$ cat src/rtl/dec_scan.sv
// dec_scan: registered N-to-2^N one-hot decoder with enable and auto-scan.
//
// Drives exactly one select line (or none) at a time. Typical use is
// digit or row select for multiplexed display and keypad drivers.
//
// Parameters:
//   N       - select width; the output is 2^N lines wide
//   DWELL_W - width of the dwell counter and of the dwell input
// Ports:
//   clk   - rising-edge clock
//   rst   - asynchronous active-high reset
//   en    - enable; when low the block is OFF and all lines are 0
//   mode  - 0 = direct decode of in, 1 = auto-scan
//   in    - direct-mode select; in scan mode, the target index for load
//   load  - in scan mode, jumps the scan index to in and restarts the dwell
//   dwell - extra cycles each index is held in scan mode (0 = every cycle)
//   out   - registered one-hot (or all-zero) select lines
//   idx   - registered current index
//   wrap  - one-cycle pulse when a scan advance takes idx from 2^N-1 to 0

module dec_scan #(
  parameter int N       = 2,
  parameter int DWELL_W = 8
) (
  input  logic               clk,
  input  logic               rst,
  input  logic               en,
  input  logic               mode,
  input  logic [N-1:0]       in,
  input  logic               load,
  input  logic [DWELL_W-1:0] dwell,
  output logic [2**N-1:0]    out,
  output logic [N-1:0]       idx,
  output logic               wrap
);

  localparam int W = 2**N;

  localparam logic [N-1:0]       IDX_ZERO = {N{1'b0}};
  localparam logic [N-1:0]       IDX_ONE  = N'(1'b1);
  localparam logic [N-1:0]       IDX_MAX  = {N{1'b1}};
  localparam logic [DWELL_W-1:0] CNT_ZERO = {DWELL_W{1'b0}};
  localparam logic [DWELL_W-1:0] CNT_ONE  = DWELL_W'(1'b1);
  localparam logic [W-1:0]       OUT_ZERO = {W{1'b0}};

  typedef enum logic [1:0] {
    ST_OFF    = 2'd0,
    ST_DIRECT = 2'd1,
    ST_SCAN   = 2'd2
  } state_t;

  state_t             state_r;
  logic [N-1:0]       idx_r;
  logic [DWELL_W-1:0] cnt_r;
  logic [W-1:0]       out_r;
  logic               wrap_r;
  logic [N-1:0]       idx_inc_s;

  // One-hot decode of an index; the only way a select pattern is formed,
  // so out can never carry more than one high bit.
  function automatic logic [W-1:0] onehot(input logic [N-1:0] sel);
    logic [W-1:0] v;
    v      = OUT_ZERO;
    v[sel] = 1'b1;
    return v;
  endfunction

  // Next scan index; N-bit arithmetic wraps 2^N-1 back to 0 naturally.
  assign idx_inc_s = idx_r + IDX_ONE;

  // Mode FSM: state, index, dwell counter and registered outputs.
  // The sampled en/mode pick the new state directly, so every state change
  // shows up on out one cycle after it is sampled.
  always_ff @(posedge clk or posedge rst) begin
    if (rst) begin
      state_r <= ST_OFF;
      idx_r   <= IDX_ZERO;
      cnt_r   <= CNT_ZERO;
      out_r   <= OUT_ZERO;
      wrap_r  <= 1'b0;
    end else begin
      // wrap is a pulse: only the advance branch below can raise it
      wrap_r <= 1'b0;
      if (!en) begin
        // OFF keeps idx so a later scan resumes where it stopped
        state_r <= ST_OFF;
        cnt_r   <= CNT_ZERO;
        out_r   <= OUT_ZERO;
      end else if (!mode) begin
        state_r <= ST_DIRECT;
        idx_r   <= in;
        cnt_r   <= CNT_ZERO;
        out_r   <= onehot(in);
      end else begin
        state_r <= ST_SCAN;
        case (state_r)
          ST_SCAN: begin
            if (load) begin
              // load wins over a coincident dwell expiry and never wraps
              idx_r <= in;
              cnt_r <= CNT_ZERO;
              out_r <= onehot(in);
            end else if (cnt_r == dwell) begin
              idx_r  <= idx_inc_s;
              cnt_r  <= CNT_ZERO;
              out_r  <= onehot(idx_inc_s);
              wrap_r <= (idx_r == IDX_MAX);
            end else begin
              cnt_r <= cnt_r + CNT_ONE;
              out_r <= onehot(idx_r);
            end
          end
          default: begin
            // Entering scan from OFF or DIRECT: show the retained index and
            // start a full dwell; load is only honoured once already scanning.
            cnt_r <= CNT_ZERO;
            out_r <= onehot(idx_r);
          end
        endcase
      end
    end
  end

  assign out  = out_r;
  assign idx  = idx_r;
  assign wrap = wrap_r;

endmodule

$ cat config.mk
export PLATFORM = sky130hd
export DESIGN_NAME = dec_scan
export DESIGN_NICKNAME = d
export VERILOG_FILES = /design/src/rtl/dec_scan.sv
export SDC_FILE = /design/constraint.sdc
export NUM_CORES = 1
export LEC_CHECK = 0
export CORE_MARGIN = 5
export CORE_UTILIZATION = 35
export DETAILED_ROUTE_END_ITERATION = 12
export HOLD_SLACK_MARGIN = 0.05
export PLACE_DENSITY_LB_ADDON = 0.1
export SLEW_MARGIN = 15
export SYNTH_ARGS = -nofsm -noshare
export SYNTH_HDL_FRONTEND = slang
export SYNTH_SLANG_ARGS = --single-unit
$ cat constraint.sdc
create_clock -name clk -period 1.9 [get_ports clk]
set_input_delay 0.475 -clock clk [delete_from_list [all_inputs] [get_ports clk]]
set_output_delay 0.475 -clock clk [all_outputs]
set_load 0.05 [all_outputs]
==> impl_metrics.yaml <==
placement:
  dp_slack_ps: -188.0
  gp_congestion: 0.7979
  portBuffers: 21
  post-dp-hpwl_um: 2075
job:
  cap_violations: 0
timing:
  setup_viol: 0
  slew_headroom: 0.7318
  timing.hold.ws_ps: 490.3
  rsz0062_at_grt: "false"
  period_minus_slack_ps: 1785
  worst_slack_ps: 115.0
  hold_viol: 0
  finClkSkew_ps: 0.8073
  setup_tns_ps: 0
  post-route-period-util: 0.9395
  worst_slew_pin_slew_ps: 399.3
  drv_slew: 0
  max_freq_mhz: 560.2
finish:
  fillers: 327
  antenna_cells: 0
  final_cell_mix: "buf_4, dfrtp_1, clkdlybuf4s50_1, nor3_1, xor2_1"
  final_nets: 173
  post-route-util: 0.4847
  layout-drive-gt1-share: 0.1974
  final_common_cell: "buf_4"
  syn2layout_area_growth_pct: 29.81
grt:
  use_met2: 0.2102
  grt_usage: 0.1303
  grt_max_degree: 18
  busiest_layer: "met2"
  grt_pass1_vias: 976
  gr-usage-met3: 0.02829
  grt-ovfl-total: 0
  antenna_found_initial: 0
  use_met1: 0.1767
  grt_pass1_wl_um: 4512
clocking:
  cts_tree: "done"
  clk_pin_slew_ps: 100
  cts_root_buffer: "clkbuf_4"
  numCtsBuffers: 3
  clock-sinks: 17
  h-tree-depth: 1
  clk_path_buf_depth: 2
  cts_setup_buffers: 0
  clk_latency_ps: 280
logic_synthesis:
  syn_inst: 119
  yosys_warnings: 0
  synth_fa_ha_area_frac: 0.05400
  synth_top_family_by_area: "simple AND/OR/NAND/NOR gates"
  synth-simple-area-share: 0.2441
  avgSynthCellArea_um2: 9.736
  synth_seq_cells: 17
  synth_area_leaders: "dfrtp_1, xor2_1, nor3_1, ha_1, nor2b_1"
  synth-compound-area-share: 0.1577
  synth_nets: 139
  synth_xor_xnor_area_share: 0.1058
  synth.yosys.seq_area_share: 0.3672
  syn-cell-area_um2: 1159
  synth.distinct_cells: 28
  synth_top_cell_by_area: "dfrtp_1"
  synth_mux_area_frac: 0.01728
  yosys.area.top_type_share: 0.3672
detailed_routing:
  num_vias: 972
  wl_per_cell_um: 13.51
  antenna_left: 0
  vias_per_cell: 4.959
  drtPass1Iterations: 4
  drc_errors: 0
  drt_wl_total_um: 2648
  drt_iter0_drc: 21
power:
  ir_worst_vdd_mv: 0.3210
  pwr_density_cell_nw_per_um2: 600.4
  leakagePower_nw: 0.6801
floorplanning:
  rows: 20
  dieHeight_um: 67.54
  die-area_um2: 4561
  dieWidth_um: 67.54
  io_pins: 22
  coreArea_um2: 3103
  start_util: 0.3734
worst_hold_path:
  hold_path.class: "input pin to async pin"
critical_path:
  worstPathRequired_ps: 2070
  r2r_end: "out[1]"
  end_kind: "flop"
  reg2reg_depth: 6
  r2r-start: "idx[1]"
  cp.arrival_ps: 1960
  critPathLaunchType: "input pin"
  cp_max_fo: 6
  rrSetupSlack_ps: 170
  worstSetupPathType: "input pin to flop"
outcome:
  status: "complete, no violations"
-- worst max path at each step --
stage	startpoint	endpoint
floorplan	idx[0]	out[0]
global placement	dwell[3]	idx[0]
detailed placement	dwell[3]	out[1]
CTS	idx[0]	out[0]
global route	in[1]	out[2]
finish	dwell[3]	out[0]
-- metrics by stage --
step | instance area (um^2) | instances | total power [W]
floorplan | 1159 | 119 | 0.0005996
detailed placement | 1471 | 192 | 0.0007195
CTS | 1498 | 196 | 0.0009111
global route | 1504 | 196 | 0.0009579
global placement | 1471 | 192 | 0.0007152
finish | 1504 | 196 | 0.0009030
-- state kept, by name, summed over array words and instances (netlist names) --
| signal | flops |
|---|---|
| cnt_r | 8 |
| idx | 2 |
| out | 4 |
| state_r | 2 |
| wrap | 1 |
-- where the power goes --
group	leakage [nW]	switching, W	internal, W
Sequential	0.225	0.0000226	0.000383
Combinational	0.440	0.000183	0.000125
Clock	0.0150	0.000108	0.0000814
-- synthesized netlist by cell type, drive strengths merged --
cell type / count
buf: 3
inv: 8
a211o: 4
nor2: 1
nand2: 4
nor4: 2
nand2b: 4
nor3: 13
nand4: 3
a2111oi: 4
o21a: 1
nor3b: 1
xor2: 12
dfrtp: 17
nand3: 3
clkbuf: 2
o21ai: 4
and2: 5
mux2i: 2
o211ai: 2
o221ai: 4
ha: 5
xnor2: 2
nor2b: 7
a21oi: 4
and3: 2
-- per-layer routing --
metal  wire length [um]  vias to the layer above
met5                  0                        -
met4                 12                        0
met3                127                        2
met2               1237                       16
met1               1271                      462
li1                   -                      492
-- final cells by class --
type                       count  area [um^2]  area share
inverter                       8        30.03     0.01997
clock buffer                   4        26.28     0.01747
multi-input combinational     89        675.6      0.4493
sequential                    17        426.7      0.2837
timing repair buffer          34        290.3      0.1930
tap                           44        55.05     0.03661
-- cells by family after synthesis --
kind of cell,after synthesis
xor+xnor,14
buf+inv,13
compound gates,23
flops,17
simple gates,45
fa+ha+maj,5
mux,2
-- what timing repair did --
| item | 4_1_cts | 5_1_grt |
|---|---|---|
| hold buffers | 0 | 0 |
| gates resized for setup | 0 | 2 |
| endpoints found under the setup margin | 0 | 3 |
-- worst max-delay path, cell delays in order --
cell and delay, ps:
clkdlybuf4s50_1 410, xor2_1 170, nor4_4 440, a2111oi_1 160
a211o_1 290
(Power assumes the default switching activity.)
